$ cat config.mk
export PLATFORM = sky130hd
export DESIGN_NAME = block_sync_ctrl
export DESIGN_NICKNAME = d
export VERILOG_FILES = /design/src/rtl/block_sync_ctrl_pkg.sv /design/src/rtl/block_sync_ctrl_comma_detect.sv /design/src/rtl/block_sync_ctrl.sv
export SDC_FILE = /design/constraint.sdc
export NUM_CORES = 1
export LEC_CHECK = 0
export CAP_MARGIN = 5
export CORE_UTILIZATION = 46
export DETAILED_ROUTE_END_ITERATION = 8
export PLACE_DENSITY = 0.85
export SLEW_MARGIN = 30
export SYNTH_ARGS = -nofsm -noshare
export SYNTH_HDL_FRONTEND = slang
export SYNTH_SLANG_ARGS = --single-unit
$ cat constraint.sdc
create_clock -name clk -period 4.3 [get_ports clk]
set_input_delay 0.86 -clock clk [delete_from_list [all_inputs] [get_ports clk]]
set_output_delay 0.86 -clock clk [all_outputs]
set_load 0.005 [all_outputs]
$ cat src/rtl/block_sync_ctrl_pkg.sv
// ---------------------------------------------------------------------------
// system_parameters
// Shared constants and types for the block-synchronisation path.
//   BLOCK_SIZE   : block period in words (comma word is index 0)
//   LOCK_COUNT   : consecutive well-spaced commas needed to lock
//   UNLOCK_COUNT : consecutive missing commas needed to lose lock
//   COMMA_BYTE   : comma symbol searched for in every byte lane
//   sync_state_t : synchroniser FSM states
//   sat_inc16    : 16-bit increment that sticks at all-ones
// ---------------------------------------------------------------------------
package system_parameters;

    localparam int         BLOCK_SIZE   = 1024;
    localparam int         LOCK_COUNT   = 3;
    localparam int         UNLOCK_COUNT = 2;
    localparam logic [7:0] COMMA_BYTE   = 8'hFC;

    typedef enum logic [1:0] {
        HUNT   = 2'd0,
        VERIFY = 2'd1,
        LOCKED = 2'd2
    } sync_state_t;

    function automatic logic [15:0] sat_inc16(input logic [15:0] value);
        return (value == 16'hFFFF) ? value : value + 16'd1;
    endfunction

endpackage

$ cat src/rtl/block_sync_ctrl_comma_detect.sv
// ---------------------------------------------------------------------------
// comma_detect
// Purely combinational comma finder: flags a word when any of its four
// bytes equals COMMA_BYTE. Kept separate so other stream consumers can
// reuse it.
// Ports:
//   data     in  32  word to inspect
//   commaHit out 1   at least one byte lane holds the comma symbol
// ---------------------------------------------------------------------------
module comma_detect #(
    parameter logic [7:0] COMMA_BYTE = system_parameters::COMMA_BYTE
) (
    input  logic [31:0] data,
    output logic        commaHit
);

    logic [3:0] byte_hit;

    genvar gi;
    generate
        for (gi = 0; gi < 4; gi++) begin : g_lane
            assign byte_hit[gi] = (data[8*gi +: 8] == COMMA_BYTE);
        end
    endgenerate

    assign commaHit = |byte_hit;

endmodule

$ cat src/rtl/block_sync_ctrl.sv
// ---------------------------------------------------------------------------
// block_sync_ctrl
// Block-synchronisation controller. Hunts for comma words, verifies that
// they repeat every BLOCK_SIZE words, locks after LOCK_COUNT good commas and
// then flywheels through up to UNLOCK_COUNT-1 consecutive missing commas.
// All outputs are registered: the values at cycle t+1 describe inData at t.
//
// Optional feature macro: BLOCK_SYNC_STATS_EN
//   defined   -> syncLossCnt / spuriousCnt saturating statistics present
//   undefined -> both statistics ports read 16'h0000, FSM unchanged
//
// Ports:
//   clk          in   1      system clock
//   rst          in   1      asynchronous active-high reset
//   inData       in   32     received word stream, one word per cycle
//   outData      out  32     inData delayed one register
//   blockStart   out  1      outData is the index-0 word while locked
//   sampleIdx    out  log2B  position of outData within its block
//   dataValid    out  1      locked and sampleIdx != 0
//   locked       out  1      FSM is in LOCKED
//   syncLossCnt  out  16     saturating count of LOCKED->HUNT transitions
//   spuriousCnt  out  16     saturating count of off-position commas in LOCKED
// ---------------------------------------------------------------------------
module block_sync_ctrl
    import system_parameters::*;
#(
    parameter int         BLOCK_SIZE   = system_parameters::BLOCK_SIZE,
    parameter int         LOCK_COUNT   = system_parameters::LOCK_COUNT,
    parameter int         UNLOCK_COUNT = system_parameters::UNLOCK_COUNT,
    parameter logic [7:0] COMMA_BYTE   = system_parameters::COMMA_BYTE
) (
    input  logic                          clk,
    input  logic                          rst,
    input  logic [31:0]                   inData,
    output logic [31:0]                   outData,
    output logic                          blockStart,
    output logic [$clog2(BLOCK_SIZE)-1:0] sampleIdx,
    output logic                          dataValid,
    output logic                          locked,
    output logic [15:0]                   syncLossCnt,
    output logic [15:0]                   spuriousCnt
);

    localparam int IDX_W  = $clog2(BLOCK_SIZE);
    localparam int GOOD_W = $clog2(LOCK_COUNT + 1);
    localparam int MISS_W = $clog2(UNLOCK_COUNT + 1);

    localparam logic [IDX_W-1:0]  IDX_LAST  = IDX_W'(BLOCK_SIZE - 1);
    localparam logic [GOOD_W-1:0] GOOD_ONE  = GOOD_W'(1);
    localparam logic [GOOD_W-1:0] GOOD_LAST = GOOD_W'(LOCK_COUNT - 1);
    localparam logic [MISS_W-1:0] MISS_LAST = MISS_W'(UNLOCK_COUNT - 1);

    sync_state_t       state_reg;
    logic [IDX_W-1:0]  idx_reg;
    logic [GOOD_W-1:0] good_cnt_reg;
    logic [MISS_W-1:0] miss_cnt_reg;

    logic              comma_hit;
    logic              expected;
    logic [IDX_W-1:0]  word_idx;
    logic              sync_loss_evt;

    comma_detect #(
        .COMMA_BYTE (COMMA_BYTE)
    ) u_comma_detect (
        .data     (inData),
        .commaHit (comma_hit)
    );

    // idx_reg holds the position of the previous word, so the word now on
    // inData sits at idx_reg+1 (mod BLOCK_SIZE). A comma is due when that
    // position wraps to 0.
    assign expected = (idx_reg == IDX_LAST);
    assign word_idx = expected ? '0 : idx_reg + 1'b1;

    // The miss that reaches UNLOCK_COUNT drops lock.
    assign sync_loss_evt = (state_reg == LOCKED) && expected && !comma_hit &&
                           (miss_cnt_reg == MISS_LAST);

    always_ff @(posedge clk or posedge rst) begin
        if (rst) begin
            state_reg    <= HUNT;
            idx_reg      <= '0;
            good_cnt_reg <= '0;
            miss_cnt_reg <= '0;
            outData      <= '0;
            sampleIdx    <= '0;
            blockStart   <= 1'b0;
            dataValid    <= 1'b0;
            locked       <= 1'b0;
        end else begin
            outData    <= inData;
            blockStart <= 1'b0;
            dataValid  <= 1'b0;
            locked     <= 1'b0;

            case (state_reg)
                HUNT: begin
                    sampleIdx <= '0;
                    if (comma_hit) begin
                        state_reg    <= VERIFY;
                        idx_reg      <= '0;
                        good_cnt_reg <= GOOD_ONE;
                    end
                end

                VERIFY: begin
                    if (expected) begin
                        idx_reg   <= '0;
                        sampleIdx <= '0;
                        if (!comma_hit) begin
                            state_reg <= HUNT;
                        end else if (good_cnt_reg == GOOD_LAST) begin
                            // Lock is announced together with the block start
                            // of the comma that completed the run.
                            state_reg    <= LOCKED;
                            miss_cnt_reg <= '0;
                            locked       <= 1'b1;
                            blockStart   <= 1'b1;
                        end else begin
                            good_cnt_reg <= good_cnt_reg + 1'b1;
                        end
                    end else if (comma_hit) begin
                        // Early comma: treat it as a new candidate phase.
                        idx_reg      <= '0;
                        sampleIdx    <= '0;
                        good_cnt_reg <= GOOD_ONE;
                    end else begin
                        idx_reg   <= word_idx;
                        sampleIdx <= word_idx;
                    end
                end

                LOCKED: begin
                    // Flywheel: the phase advances regardless of the data.
                    idx_reg   <= word_idx;
                    sampleIdx <= word_idx;
                    if (!expected) begin
                        locked    <= 1'b1;
                        dataValid <= 1'b1;
                    end else if (comma_hit) begin
                        miss_cnt_reg <= '0;
                        locked       <= 1'b1;
                        blockStart   <= 1'b1;
                    end else if (sync_loss_evt) begin
                        state_reg    <= HUNT;
                        miss_cnt_reg <= '0;
                    end else begin
                        // Tolerated miss: still mark the block boundary.
                        miss_cnt_reg <= miss_cnt_reg + 1'b1;
                        locked       <= 1'b1;
                        blockStart   <= 1'b1;
                    end
                end

                default: begin
                    state_reg <= HUNT;
                    sampleIdx <= '0;
                end
            endcase
        end
    end

`ifdef BLOCK_SYNC_STATS_EN
    logic        spurious_evt;
    logic [15:0] sync_loss_cnt_reg;
    logic [15:0] spurious_cnt_reg;

    assign spurious_evt = (state_reg == LOCKED) && !expected && comma_hit;

    always_ff @(posedge clk or posedge rst) begin
        if (rst) begin
            sync_loss_cnt_reg <= '0;
            spurious_cnt_reg  <= '0;
        end else begin
            if (sync_loss_evt) begin
                sync_loss_cnt_reg <= sat_inc16(sync_loss_cnt_reg);
            end
            if (spurious_evt) begin
                spurious_cnt_reg <= sat_inc16(spurious_cnt_reg);
            end
        end
    end

    assign syncLossCnt = sync_loss_cnt_reg;
    assign spuriousCnt = spurious_cnt_reg;
`else
    assign syncLossCnt = 16'h0000;
    assign spuriousCnt = 16'h0000;
`endif

endmodule

## Yosys cells after proc, flatten, opt, wreduce, memory -nomap -nowiden

Cells that the tools add are included.

| word-level totals | value |
|---|---|
| bits in registers | 61 |
| input port bits | 34 |

| cells by class | value |
|---|---|
| add/sub/neg operators | 3 |
| equality and inequality tests | 19 |
| muxes and demuxes | 37 |
| reductions and logical operators | 13 |

Operators with widths:

| kind | number |
|---|---|
| 10-bit two-way mux | 4 |
| 2-bit two-way mux | 17 |
| 8-bit == test (second input constant) | 4 |
| 10-bit one-hot mux with 3 select lines | 1 |
| 10-bit one-hot mux with 2 select lines | 1 |
| 2-bit inequality test (second input constant) | 7 |
| 10-bit by 1-bit adder with 10-bit output (second input constant) | 1 |
| 10-bit == test (second input constant) | 1 |
| 1-bit two-way mux | 9 |
| 3-bit inequality test (second input constant) | 3 |
| 2-bit one-hot mux with 2 select lines | 2 |
| 2-bit one-hot mux with 3 select lines | 1 |
| 6-bit AND reduction | 1 |
| 5-bit AND reduction | 1 |
| 2-bit by 1-bit adder with 2-bit output (second input constant) | 2 |
| 2-bit by 1-bit == test with 1-bit output (second input constant) | 2 |
| 2-bit == test (second input constant) | 2 |
| 1-bit one-hot mux with 2 select lines | 2 |
| 2-bit nonzero test | 2 |
| 4-bit OR reduction | 1 |
| 1-bit logical AND | 3 |
| 3-bit AND reduction | 1 |
| 3-bit nonzero test | 1 |
| 2-bit zero test | 1 |
| other kinds (2) | 2 |

## Logic depth before layout (Yosys ltp)

Gate-level depths: netlist (run 1).

| logic depth | value |
|---|---|
| depth after elaboration | 9 |
| gate-level depth with buffers | 9 |

## Cells and area by module

A second synthesis (run 1) with hierarchy kept.

| unflattened totals | value |
|---|---|
| cell total of the unflattened synthesis | 223 |
| area total of the unflattened synthesis | 2591.2 um2 |

By module, submodules not included:

| module | times used | cells each | area an instance (um2) |
|---|---|---|---|
| block_sync_ctrl | 1 | 210 | 2518.7 |
| comma_detect | 1 | 13 | 72.6 |

## Worst setup path after synthesis (run 1)

OpenSTA, ideal clock, no wires.

| timing path | value |
|---|---|
| path kind | input -> register |
| start | in inData[23] |
| end | reg state_reg[0] |
| setup time | 0.121 ns |
| arrival | 2.211 ns |
| required time | 4.179 ns |
| setup slack | 1.968 ns |
| stages | 7 |
| path through | nand4_1 -> nor4_2 -> or4_1 -> buf_2 -> o31ai_4 -> o211ai_1 -> a22o_1 |

| on the way | value |
|---|---|
| longest elaborated chain between the ends | 7 |
| elaborated cells on any way between the ends | 13 |

RTL lines:

| item | line | source |
|---|---|---|
| from (decl) | block_sync_ctrl.sv:34 | `input logic [31:0] inData,` |
| 8-bit == test (*) | block_sync_ctrl_comma_detect.sv:22 | `assign byte_hit[gi] = (data[8*gi +: 8] == COMMA_BYTE);` |
| 4-bit OR reduction (*) | block_sync_ctrl_comma_detect.sv:26 | `assign commaHit = \|byte_hit;` |
| 1-bit zero test | -- |  |
| 1-bit logical AND (2 in series) | block_sync_ctrl.sv:77 | `assign sync_loss_evt = (state_reg == LOCKED) && expected && !comma_hit &&` |
| 2-bit inequality test (no line) | -- |  |
| 6-bit AND reduction (no line) | -- |  |
| to (signal assigned) | block_sync_ctrl.sv:82 | `state_reg <= HUNT;` |
| to (signal assigned) | block_sync_ctrl.sv:101 | `state_reg <= VERIFY;` |
| to (signal assigned) | block_sync_ctrl.sv:112 | `state_reg <= HUNT;` |
| to (decl) | block_sync_ctrl.sv:53 | `sync_state_t state_reg;` |

Mark *: on every way between the ends. The rest lies on a longest branch, timed or not. The select of a mux whose other input is x is not followed.
A chain may end at the register's enable or synchronous reset.

## Worst setup path in the final report (run 1)

| timing path | value |
|---|---|
| start | in inData[20] |
| end | reg idx_reg[6] |

| on the way | value |
|---|---|
| longest elaborated chain between the ends | 5 |
| elaborated cells on any way between the ends | 7 |

RTL lines:

| item | line | source |
|---|---|---|
| 8-bit == test (*) | block_sync_ctrl_comma_detect.sv:22 |  |
| 4-bit OR reduction (*) | block_sync_ctrl_comma_detect.sv:26 |  |
| 10-bit two-way mux | block_sync_ctrl.sv:123 | `end else if (comma_hit) begin` |
| 10-bit two-way mux | block_sync_ctrl.sv:108 | `if (expected) begin` |
| 10-bit one-hot mux with 3 select lines | block_sync_ctrl.sv:97 | `case (state_reg)` |
| to (signal assigned) | block_sync_ctrl.sv:129 | `idx_reg <= word_idx;` |
| to (signal assigned) | block_sync_ctrl.sv:136 | `idx_reg <= word_idx;` |
| to (decl) | block_sync_ctrl.sv:54 | `logic [IDX_W-1:0] idx_reg;` |

Mark *: on every way between the ends. The rest lies on a longest branch, timed or not.

==> results of run 1 <==
cell families (layout without fill, tap and decap cells):
logic type      count (synthesis)  after routing  synth area share
compound gates                 43             43             0.111
xor+xnor                        5              5            0.0163
fa+ha+maj                       6              6            0.0279
buf+inv                        44            102             0.107
flops                          61             61             0.568
mux                             2              2           0.00931
other cells                     1             32           0.00140
simple gates                   73             73             0.159
layout make-up:
type / instances / area, sq um / area share
flip-flops and latches: 61 / 1530 / 0.419
multi-input cells: 161 / 988 / 0.271
repair buffers: 79 / 788 / 0.216
clock buffers: 9 / 124 / 0.0340
clock inverters: 7 / 98.8 / 0.0271
well taps: 72 / 90.1 / 0.0247
inverters: 7 / 28.8 / 0.00790
worst min path at each step:
| stage | to | slack [ns] | cells past startpoint |
|---|---|---|---|
| 3_3_place_gp | miss_cnt_reg[1] | 0.47 | 1 |
| 6_report | miss_cnt_reg[1] | 0.49 | 1 |
| 4_1_cts | miss_cnt_reg[1] | 0.49 | 1 |
| 3_5_place_dp | miss_cnt_reg[1] | 0.48 | 1 |
| 5_1_grt | miss_cnt_reg[1] | 0.53 | 1 |
| 2_1_floorplan | miss_cnt_reg[1] | 0.46 | 1 |
critical path: stages:
cell                              delay, ns
sky130_fd_sc_hd__clkdlybuf4s50_1       0.50
sky130_fd_sc_hd__nand4_1               0.10
sky130_fd_sc_hd__nor4_2                0.43
sky130_fd_sc_hd__or4_1                 0.44
sky130_fd_sc_hd__o21a_1                0.28
sky130_fd_sc_hd__o21ai_1               0.08
sky130_fd_sc_hd__a22o_1                0.25
metrics by stage:
stage	worst slack, ns	total power [mW]	cells	cell area [sq um]	hold slack (ns)
6_report	1.57	1.36	396	3640	0.490
5_1_grt	1.46	1.42	396	3640	0.526
4_1_cts	1.60	1.37	396	3640	0.493
3_5_place_dp	1.24	0.807	380	3420	0.477
3_3_place_gp	1.27	0.800	380	3420	0.474
2_1_floorplan	1.93	0.735	266	2800	0.460
placed cells by master, fill, tap and decap left out, drive strengths merged, types with 2 or more instances in the layout:
cell type,instances
inv,8
nor2,20
ha,6
nand2b,6
clkinv,3
bufinv,2
clkdlybuf4s50,78
nand4,5
nand3,6
o221ai,2
nor3b,2
conb,32
or4,3
dfrtp,61
a21o,2
xnor2,5
clkbuf,9
a22o,4
o21ai,13
nor4,5
o31ai,2
nand2,17
a21boi,2
o211ai,2
and3,3
a21oi,9
routing by layer:
metal | global-route usage | vias up | wire (microns)
met2 | 0.352 | 103 | 2930
li1 | - | 916 | -
met4 | 0.0889 | 0 | 65
met1 | 0.247 | 971 | 2530
met3 | 0.0767 | 8 | 554
met5 | 0 | - | 0
cells in the mapped netlist (4+ instances only):
master and count:
sky130_fd_sc_hd__a21oi_1 8, sky130_fd_sc_hd__a22o_1 4, sky130_fd_sc_hd__buf_4 32, sky130_fd_sc_hd__dfrtp_1 61, sky130_fd_sc_hd__ha_1 6, sky130_fd_sc_hd__inv_1 7, sky130_fd_sc_hd__nand2_1 17, sky130_fd_sc_hd__nand2b_1 6
sky130_fd_sc_hd__nand3_1 5, sky130_fd_sc_hd__nand4_1 5, sky130_fd_sc_hd__nor2_1 19, sky130_fd_sc_hd__nor4_2 4, sky130_fd_sc_hd__o21ai_0 8, sky130_fd_sc_hd__o21ai_1 5, sky130_fd_sc_hd__xnor2_1 5
power by group through the flow:
stage                     registers, mW  logic (mW)  clock network, mW
after floorplan                   0.624       0.111                  0
after global placement            0.623       0.177                  0
after detailed placement          0.623       0.183                  0
after CTS                         0.613       0.185              0.577
after global routing              0.615       0.204              0.605
final                             0.613       0.185              0.567
==> results.txt, run 1 <==
- Entering global routing, the biggest net connects 55 pins.
- Dividing the detail-routed wire length by the instance count gives 15.3 microns.
- IR analysis of the VDD net gives a maximum drop of 271 uV.
- Clk pin slew, worst setup/hold paths: 0.08 ns
* Clock latency reported for the late side of the worst-skew pair: 0.34 ns
* Weighted congestion at the end of routability-driven global placement: 0.805
- In this run the critical register-to-register path is captured at idx_reg[5].
* Beginning of the worst hold path: miss_cnt_reg[1]
- Dividing the detail-routed via count by the number of cells gives 5.05.
- The internal portion of the total power is 1.02 mW.
* Max-Slew Margin vs Limit: 0.570
* Number of I/O pins: 111
- Overall global routing resource usage: 0.212
- Number of nets with antenna violations after routing: 0
- Layout Nets: 359
* Proportion of register bits with asynchronous set or reset after synthesis: 1.00
- Of the total power, the share spent switching nets is 0.254.
- Run status: finished clean
* Leakage power: 1.59 nW
- Sequential element share of the synthesized area: 0.568
* Number of enable flip-flop cells after synthesis: 0
- Number of hold-repair buffers added at the cts stage: 0
- The worst setup path is launched from an input pin.
* Kind of critical path: in2reg
- TritonCTS created 9 clock buffers.
- Height of the die: 78.4 microns
- For this run, the leading register cell type out of synthesis is sky130_fd_sc_hd__dfrtp_1.
- Crit end category: register
- Endpoint of the worst setup timing path: idx_reg[6]
* Path class of the lowest-slack min-delay path: reg2reg
- Number of antenna cells inserted: 0
* Setup fix buffers added after clock tree synthesis: 0
* Iteration-0 DRC Markers: 65
- For flop-to-flop paths, the worst setup slack is 1.96 ns.
* Post-synthesis cell type with the largest combined area: sky130_fd_sc_hd__dfrtp_1
- Count of cells along the worst register-to-register path: 7
- HPWL Detailed: 4420 microns
- Initial Utilization: 0.482
- The register with the most flip-flops in the layout has 32 of them.
- In the finished design, the share of the clock period the worst path needs comes to 0.635.
* NetSw: 0.347 mW
- Worst clock skew: 0.0118 ns
- In this run the core area contains 27 standard-cell rows.
- Data required, critical path: 4.53 ns
- Of the post-synthesis cell area, the dominant cell type holds 0.568.
- For the pin with the worst max-slew slack, the measured transition is 0.645 ns.
- The first global-routing pass estimated 9540 microns of wire.
* Number of levels the H-tree was split into: 3
- Worst path arrival time: 2.96 ns
* Horizontal extent of the die: 78.4 microns
- At the end of the flow the core is filled with cells to 0.654.
* Clock tree from TritonCTS: done
- Buffer type at the clock tree root: sky130_fd_sc_hd__clkbuf_8
- Synth-to-Final Area Change: 35.7%
- Aggregate routed wire length: 6080 microns
* Fraction of final layout cells with drive strength greater than 1: 0.0957
- Fraction of power consumed by the clock network: 0.416
* Comb power frac: 0.135
- Setup repair after global routing missed its margin: no
* Highest net fanout along the worst path: 10
* Startpoint of the most critical setup path: inData[20]
* Post-CTS resize count: 0
* Maximum buffer depth of the clock tree: 2
- Synthesis handed over a netlist of 235 instances.
* Number of buffers inserted by port buffering: 78
* Via count of the first global-routing pass: 1940
- Yosys attributes the largest share of cell area to sky130_fd_sc_hd__dfrtp_1 57%, sky130_fd_sc_hd__buf_4 8.9%, sky130_fd_sc_hd__ha_1 2.8%.
- In this run, synthesis produced a sequential element count of 61.
- Routed vias: 1998
- Number of setup violations in the final report: 0
* Highest Clock Rate: 0.366 GHz
- Placeable core area: 0.00557 sq mm
- Counting every sink on the clock net gives 61.
* Launch instance of the worst register-to-register path: idx_reg[0]
- The first detailed-routing pass ran for 4 iterations.
- The number of failing hold endpoints at the final stage came to 0.
* Fraction of power consumed by sequential logic: 0.449
- Adding up every negative setup slack in the final design gives 0 ns.
* Cell Area, Synth: 0.00269 sq mm
- Post-Synthesis Mean Instance Area: 11.4 sq um
- Initial antenna violation count: 0
- Final Slew Violations: 0
- The Yosys step of the flow raised 0 warnings.
- Max-cap violations in this run came to 0.
- Synthesis instantiated 47 different standard cells from the library.
- The worst path needs 2.73 ns of the cycle, external delays included.
- The filler cells instantiated in the layout total 403.
- Gr ovfl total: 0
* Power density relative to cell area: 374 mW/mm^2
- After detailed routing, the number of remaining DRC violations is 0.
- DIE AREA: 0.00615 sq mm
No activity file was read; power rests on OpenSTA's default activity.
==> run 2: changes to the inputs <==
--- a/config.mk
+++ b/config.mk
@@ -6,9 +6,9 @@
 export NUM_CORES = 1
 export LEC_CHECK = 0
 export CAP_MARGIN = 5
-export CORE_UTILIZATION = 46
+export CORE_UTILIZATION = 43
 export DETAILED_ROUTE_END_ITERATION = 8
-export PLACE_DENSITY = 0.85
+export PLACE_DENSITY = 0.8
 export SLEW_MARGIN = 30
 export SYNTH_ARGS = -nofsm -noshare
 export SYNTH_HDL_FRONTEND = slang
==> constraint.sdc (replaced) <==
create_clock -name clk -period 2.7 [get_ports clk]
set_input_delay 0.54 -clock clk [delete_from_list [all_inputs] [get_ports clk]]
set_output_delay 0.54 -clock clk [all_outputs]
set_load 0.005 [all_outputs]
==> run 2 against run 1 <==
Compared with the run above:
- clock power up 57%
- count of clock-buffer cells in the layout unchanged
- wire length down 1.3%
- worst setup slack worse by 1.3 ns
- sequential share of layout area down 0.69 points
- critical path type unchanged
- largest power group unchanged
==> results.txt, run 2 (synthesis gave the netlist of run 1 again) <==
- Run status: finished clean
- 111 I/O pins were placed.
* Maximum resistive drop on vdd: 357 uV
- On the final layout, the worst clock skew is 0.0129 ns.
- After detailed routing, the total wire length is 6000 microns.
- Hold is met by 0.502 ns.
- Final Slew Violations: 0
- In the final timing run, aggregate negative setup slack is 0 ns.
- Measured against its own limit, the worst slew margin works out to 0.615.
- After detailed routing, the average wire length per cell comes to 14.7 microns.
- Startpoint of the most critical setup path: inData[6]
- Category of the worst setup path launch point: input pin
* Number of levels the H-tree was split into: 3
- First drt pass iteration count: 4
- TritonCTS built the clock tree.
- Setup repair after global routing left no endpoint under its margin.
* Setup fix buffers added after clock tree synthesis: 0
* Power density relative to cell area: 588 mW/mm^2
- Clock latency reported for the late side of the worst-skew pair: 0.34 ns
- Cell-by-cell listing of the critical path: clkdlybuf4s50_1 > nand4_1 > nor4_2 > buf_4 > or4_1 > buf_4 > nor2_1 > o211ai_1 > a22o_1
- The initial utilization of the core area, before any placement, comes to 0.448.
* Path class of the lowest-slack min-delay path: reg2reg
- The setup check on the worst reg-to-reg path leaves a slack of 0.50 ns.
* Pin count of the biggest net entering global routing: 27
* Maximum buffer depth of the clock tree: 2
- DRC: 0
- Cell Rows: 28
- Across the run, the number of max-cap violations was 0.
- Before CTS, the worst setup slack after placement is -0.0124 ns.
- Number of buffers inserted by port buffering: 78
* Endpoint of the worst-slack reg-to-reg timing path: idx_reg[1]
- Worst path arrival time: 2.60 ns
- Overall global routing resource usage: 0.196
- Buffer type at the clock tree root: sky130_fd_sc_hd__clkbuf_8
- By instance count, the cell type seen most on the critical path is sky130_fd_sc_hd__buf_4.
- Using the TritonRoute via totals, the vias-per-cell ratio works out to 4.95.
* Clk pin slew, worst setup/hold paths: 0.07 ns
- Setup slack on the critical path of the routed design comes to 0.316 ns.
- At the pin with the least slew margin, the transition time is 0.573 ns.
* Height of the die: 81.0 microns
- Slowest stage delay, CP: 0.65 ns
- Clk sink count: 61
- End-of-flow core utilization: 0.619
* Data required, critical path: 2.92 ns
* Post-layout minimum cycle time: 2.38 ns
- Number of clock buffers inserted by TritonCTS: 9
- Number of hold-slack violations in the final timing report: 0
* Dominant delay contributor by cell family on the critical path: simple AND/OR/NAND/NOR gates
* Number of nets with antenna violations after routing: 0
- For this design, the slowest cell found on the critical path is sky130_fd_sc_hd__or4_1.
* Launch instance of the worst register-to-register path: idx_reg[0]
* DIE AREA: 0.00657 sq mm
- Once the clock tree was built, the resizer swapped 0 gates to a different size.
* Via count of the first global-routing pass: 1970
* Wire length of the first global-routing pass: 9500 microns
* Iteration-0 DRC Markers: 77
* Placeable core area: 0.00599 sq mm
* Number of filler instances in the final layout: 447
- Highest net fanout along the worst path: 7
- From synthesis to final layout, the design area changed by 38.0%.
* Initial antenna violation count: 0
* HPWL Detailed: 4510 microns
- At the end of routability-driven placement, the weighted congestion stood at 0.814.
- Kind of critical path: in2reg
- The library cell used most frequently in the layout, excluding fill and tap cells, is sky130_fd_sc_hd__clkdlybuf4s50_1.
* Number of antenna cells inserted: 0
- Counting both buffers and inverters, the worst setup path holds a total of 3.
* Fraction of final layout cells with drive strength greater than 1: 0.117
* Count of cells along the worst register-to-register path: 7
- Crit end category: register
* Placed cell count: 391
* Instance count on the critical path: 9
* Period utilisation layout: 0.883
* Flip-flop count of the largest register, all copies and words added: 32
- Measured along the x axis, the die boundary spans 81.0 microns.
- Summed over all layers, the global routing overflow is 0.
* Routed vias: 2016
* Number of setup violations in the final report: 0
* Number of hold-repair buffers added at the cts stage: 0
- Layout Nets: 367
* Filler-free cell count of the finished design: 407
- The most critical setup path has its endpoint at state_reg[0].
- Highest Clock Rate: 0.419 GHz
- Leakage power: 1.63 nW
- Top library cells by usage in the layout, fill and taps aside: 78 x sky130_fd_sc_hd__clkdlybuf4s50_1, 61 x sky130_fd_sc_hd__dfrtp_1, 32 x sky130_fd_sc_hd__conb_1
run 2: worst min-delay path by stage:
stage / startpoint / end / depth (start not counted)
global route: miss_cnt_reg[1] / miss_cnt_reg[1] / 1
global placement: miss_cnt_reg[1] / miss_cnt_reg[1] / 1
CTS: miss_cnt_reg[1] / miss_cnt_reg[1] / 1
floorplan: miss_cnt_reg[1] / miss_cnt_reg[1] / 1
finish: miss_cnt_reg[1] / miss_cnt_reg[1] / 1
detailed placement: miss_cnt_reg[1] / miss_cnt_reg[1] / 1
run 2: routing by layer:
metal	global-route usage	wire (microns)
met4	0.0768	88
met3	0.0596	555
met5	0	0
met2	0.340	2900
met1	0.224	2450
run 2: final cells by class:
cell class              instances  area [sq um]  area share
well taps                      75          93.8      0.0253
clock buffers                   9           124      0.0334
inverters                       7          26.3     0.00709
multi-input cells             161           988       0.267
clock inverters                 7          98.8      0.0267
repair buffers                 87           848       0.229
flip-flops and latches         61          1530       0.412
run 2: per-stage QoR:
stage / total power [mW] / cell area, sq um
3_3_place_gp: 1.29 / 3480
6_report: 2.18 / 3710
5_1_grt: 2.28 / 3710
2_1_floorplan: 1.17 / 2800
4_1_cts: 2.20 / 3710
3_5_place_dp: 1.30 / 3480
run 2: power breakdown:
| part | internal (mW) | switching [mW] |
|---|---|---|
| Combinational | 0.158 | 0.156 |
| Sequential | 0.953 | 0.0221 |
| Clock | 0.524 | 0.367 |
| Total | 1.63 | 0.545 |
run 2: worst reg2reg max path, cell delays in order, from the launching register on:
cell and delay [ns]:
sky130_fd_sc_hd__dfrtp_1 0.43, sky130_fd_sc_hd__ha_1 0.32, sky130_fd_sc_hd__nand3_2 0.17, sky130_fd_sc_hd__nor3b_4 0.38
sky130_fd_sc_hd__nor2_1 0.13, sky130_fd_sc_hd__a21o_1 0.23, sky130_fd_sc_hd__and2_4 0.18, sky130_fd_sc_hd__mux2_4 0.24
==> run 3: changes to the inputs <==
--- a/config.mk
+++ b/config.mk
@@ -6,6 +6,7 @@
 export NUM_CORES = 1
 export LEC_CHECK = 0
 export CAP_MARGIN = 5
+export CORE_MARGIN = 2
 export CORE_UTILIZATION = 43
 export DETAILED_ROUTE_END_ITERATION = 8
 export PLACE_DENSITY = 0.8
==> constraint.sdc (replaced) <==
create_clock -name clk -period 2.7 [get_ports clk]
set_input_delay 0.54 -clock clk [delete_from_list [all_inputs] [get_ports clk]]
set_output_delay 0.54 -clock clk [all_outputs]
set_load 0.01 [all_outputs]
==> run 3 against run 2 <==
Compared with the run above:
- non-clock buffer count is 1 lower
- sequential share of layout area up 0.22 points
- hold slack worse by 0.0013 ns
- critical path depth is 1 lower
- flip-flop and latch count stayed put
- register-to-register slack about the same
- sequential power about the same
- maximum frequency increased by 0.48%
- clock skew shrank 0.0069 ns
- die area grew 5.0%
- critical path type unchanged
- highest routed layer unchanged
==> results.txt, run 3 (synthesis gave the netlist of run 1 again) <==
* Overall global routing resource usage: 0.179
* Clock tree from TritonCTS: done
- Crit end category: register
- Slowest cell on the critical path: sky130_fd_sc_hd__or4_1
- Dominant delay contributor by cell family on the critical path: simple AND/OR/NAND/NOR gates
* Wire length on met2: 2760 microns
- Aggregate routed wire length: 5830 microns
* Launch instance of the worst register-to-register path: idx_reg[0]
- Setup slack on the worst reg-to-reg path comes out at 0.51 ns.
- Number of clock buffers inserted by TritonCTS: 9
* Average detailed-routed wire length per instance: 14.3 microns
- Setup fix buffers added after clock tree synthesis: 0
- Post-CTS resize count: 0
- Detail Route met3 WL: 431 microns
- Data required, critical path: 2.92 ns
- Top library cells by usage in the layout, fill and taps aside: 78 x sky130_fd_sc_hd__clkdlybuf4s50_1, 61 x sky130_fd_sc_hd__dfrtp_1, 32 x sky130_fd_sc_hd__conb_1
- Layout Nets: 366
- Worst clock skew: 0.00599 ns
- Iteration-0 DRC Markers: 136
- Count of cells along the worst register-to-register path: 7
* Hold worst-path end: miss_cnt_reg[1]
- Number of I/O pins: 111
- Number of hold-slack violations in the final timing report: 0
- Kind of critical path: in2reg
- The worst path meets setup with 0.327 ns of slack.
- The startpoint identified for the worst hold timing path is miss_cnt_reg[1].
* Path class of the lowest-slack min-delay path: reg2reg
- Height of the die: 83.0 microns
- The die covers 0.00690 sq mm.
* Number of levels the H-tree was split into: 3
- Leakage power: 1.62 nW
- HPWL Detailed: 4410 microns
- Setup violations remaining at the end of the flow were counted as 0.
* Highest Clock Rate: 0.421 GHz
- Highest net fanout along the worst path: 6
- Along the worst hold path, the cell count comes to 1.
- On the final layout, the worst hold slack is 0.501 ns.
* First drt pass iteration count: 4
* Run status: finished clean
- Number of nets with antenna violations after routing: 0
- The tool flagged a number of max-cap violations equal to 0.
* CP Buf/Inv Count: 2
* Category of the worst setup path launch point: input pin
- Period utilisation layout: 0.879
* Synth-to-Final Area Change: 37.2%
* Ratio of routed vias to standard cells: 4.99
- The initial utilization of the core area, before any placement, comes to 0.448.
- Across all layers, the routed design uses 2024 vias.
* Cell Rows: 28
- In this design, the stage delay of the slowest critical-path cell is 0.68 ns.
- Maximum resistive drop on vdd: 336 uV
* Setup repair after global routing missed its margin: no
- In this run the critical register-to-register path is captured at idx_reg[1].
- Buffer type at the clock tree root: sky130_fd_sc_hd__clkbuf_8
* Number of filler instances in the final layout: 458
- Buffers inserted to repair hold after CTS numbered 0.
- Final Slew Violations: 0
- Clock latency on the worst-skew pair, taken at its later pin, is 0.33 ns.
* Power density relative to cell area: 572 mW/mm^2
* Placed cell count: 390
* Cell-by-cell listing of the critical path: clkdlybuf4s50_1 > nand4_1 > nor4_2 > buf_4 > or4_1 > o31ai_4 > o211ai_1 > a22o_1
* Most common cell after layout, fill and taps aside: sky130_fd_sc_hd__clkdlybuf4s50_1
- Setup total negative slack on the finished layout was measured at 0 ns.
- Buffers placed on the I/O ports in this run total 78.
- Fraction of final layout cells with drive strength greater than 1: 0.115
* Worst path arrival time: 2.59 ns
- The finished layout holds 406 standard cells, fillers aside.
- OpenSTA, run right after detailed placement, puts the worst setup slack at -0.00997 ns.
* Met1 wire length: 2580 microns
- The floorplan step defined a core boundary enclosing 0.00599 sq mm.
* Flip-flop count of the largest register, all copies and words added: 32
- The number of antenna violations at the first check in global routing was 0.
* Clk sink count: 61
* Number of antenna cells inserted: 0
- Measured along the x axis, the die boundary spans 83.0 microns.
* DRC: 0
* Pin count of the biggest net entering global routing: 40
* Total Power: 2.11 mW
- Subtracting the final worst setup slack from the clock period gives 2.37 ns.
* Maximum buffer depth of the clock tree: 2
* Via count of the first global-routing pass: 1961
* Clk pin slew, worst setup/hold paths: 0.07 ns
* Wire length of the first global-routing pass: 9850 microns
- Weighted congestion at the end of routability-driven global placement: 0.839
* Highest metal layer used by the detailed router: met4
- Gr ovfl total: 0
## run 3: cell count changes in the layout (fill, tap and decap cells not counted), sizes merged
cell    before  now
clkinv       3    4
buf          9    8
bufinv       2    1
## run 3: per-layer routing
metal / up-vias / track usage
li1: 935 / -
met1: 974 / 0.232
met2: 109 / 0.289
met3: 6 / 0.0656
met4: 0 / 0.0402
met5: - / 0
## run 3: through the flow
stage	cell area, sq um	util
2_1_floorplan	2800	-
3_3_place_gp	3490	0.582
3_5_place_dp	3490	0.582
4_1_cts	3690	0.615
5_1_grt	3690	0.615
6_report	3690	0.615
## run 3: worst max path at each step
stage               depth (start not counted)       start            to  slack, ns
floorplan                                   1         rst    blockStart       0.65
finish                                      8  inData[21]  state_reg[0]       0.33
global placement                            8  inData[21]  state_reg[0]       0.03
global route                                8   inData[6]  state_reg[0]       0.26
detailed placement                          8  inData[21]  state_reg[0]      -0.01
CTS                                         8  inData[21]  state_reg[0]       0.35
## run 3: worst register-to-register path, delay by kind of cell, from the launching register on
kind	cells	cell delay, ns
flip-flops	1	0.42
AO/OA/AOI/OAI	1	0.23
adder cells (fa/ha/maj)	1	0.31
multiplexers	1	0.24
AND/OR/NAND/NOR	4	0.86
## run 3: layout make-up
| class | count | area (sq um) | share of cell area |
|---|---|---|---|
| clock buffers | 9 | 124 | 0.0336 |
| multi-input cells | 161 | 988 | 0.268 |
| clock inverters | 7 | 73.8 | 0.0200 |
| well taps | 75 | 93.8 | 0.0255 |
| inverters | 7 | 26.3 | 0.00713 |
| repair buffers | 86 | 853 | 0.231 |
| flip-flops and latches | 61 | 1530 | 0.414 |
## run 3: power by group
group	leakage [nW]	total, mW	switching [mW]	internal [mW]
Sequential	0.770	0.975	0.0225	0.953
Clock	0.0996	0.801	0.373	0.429
Combinational	0.752	0.332	0.173	0.159
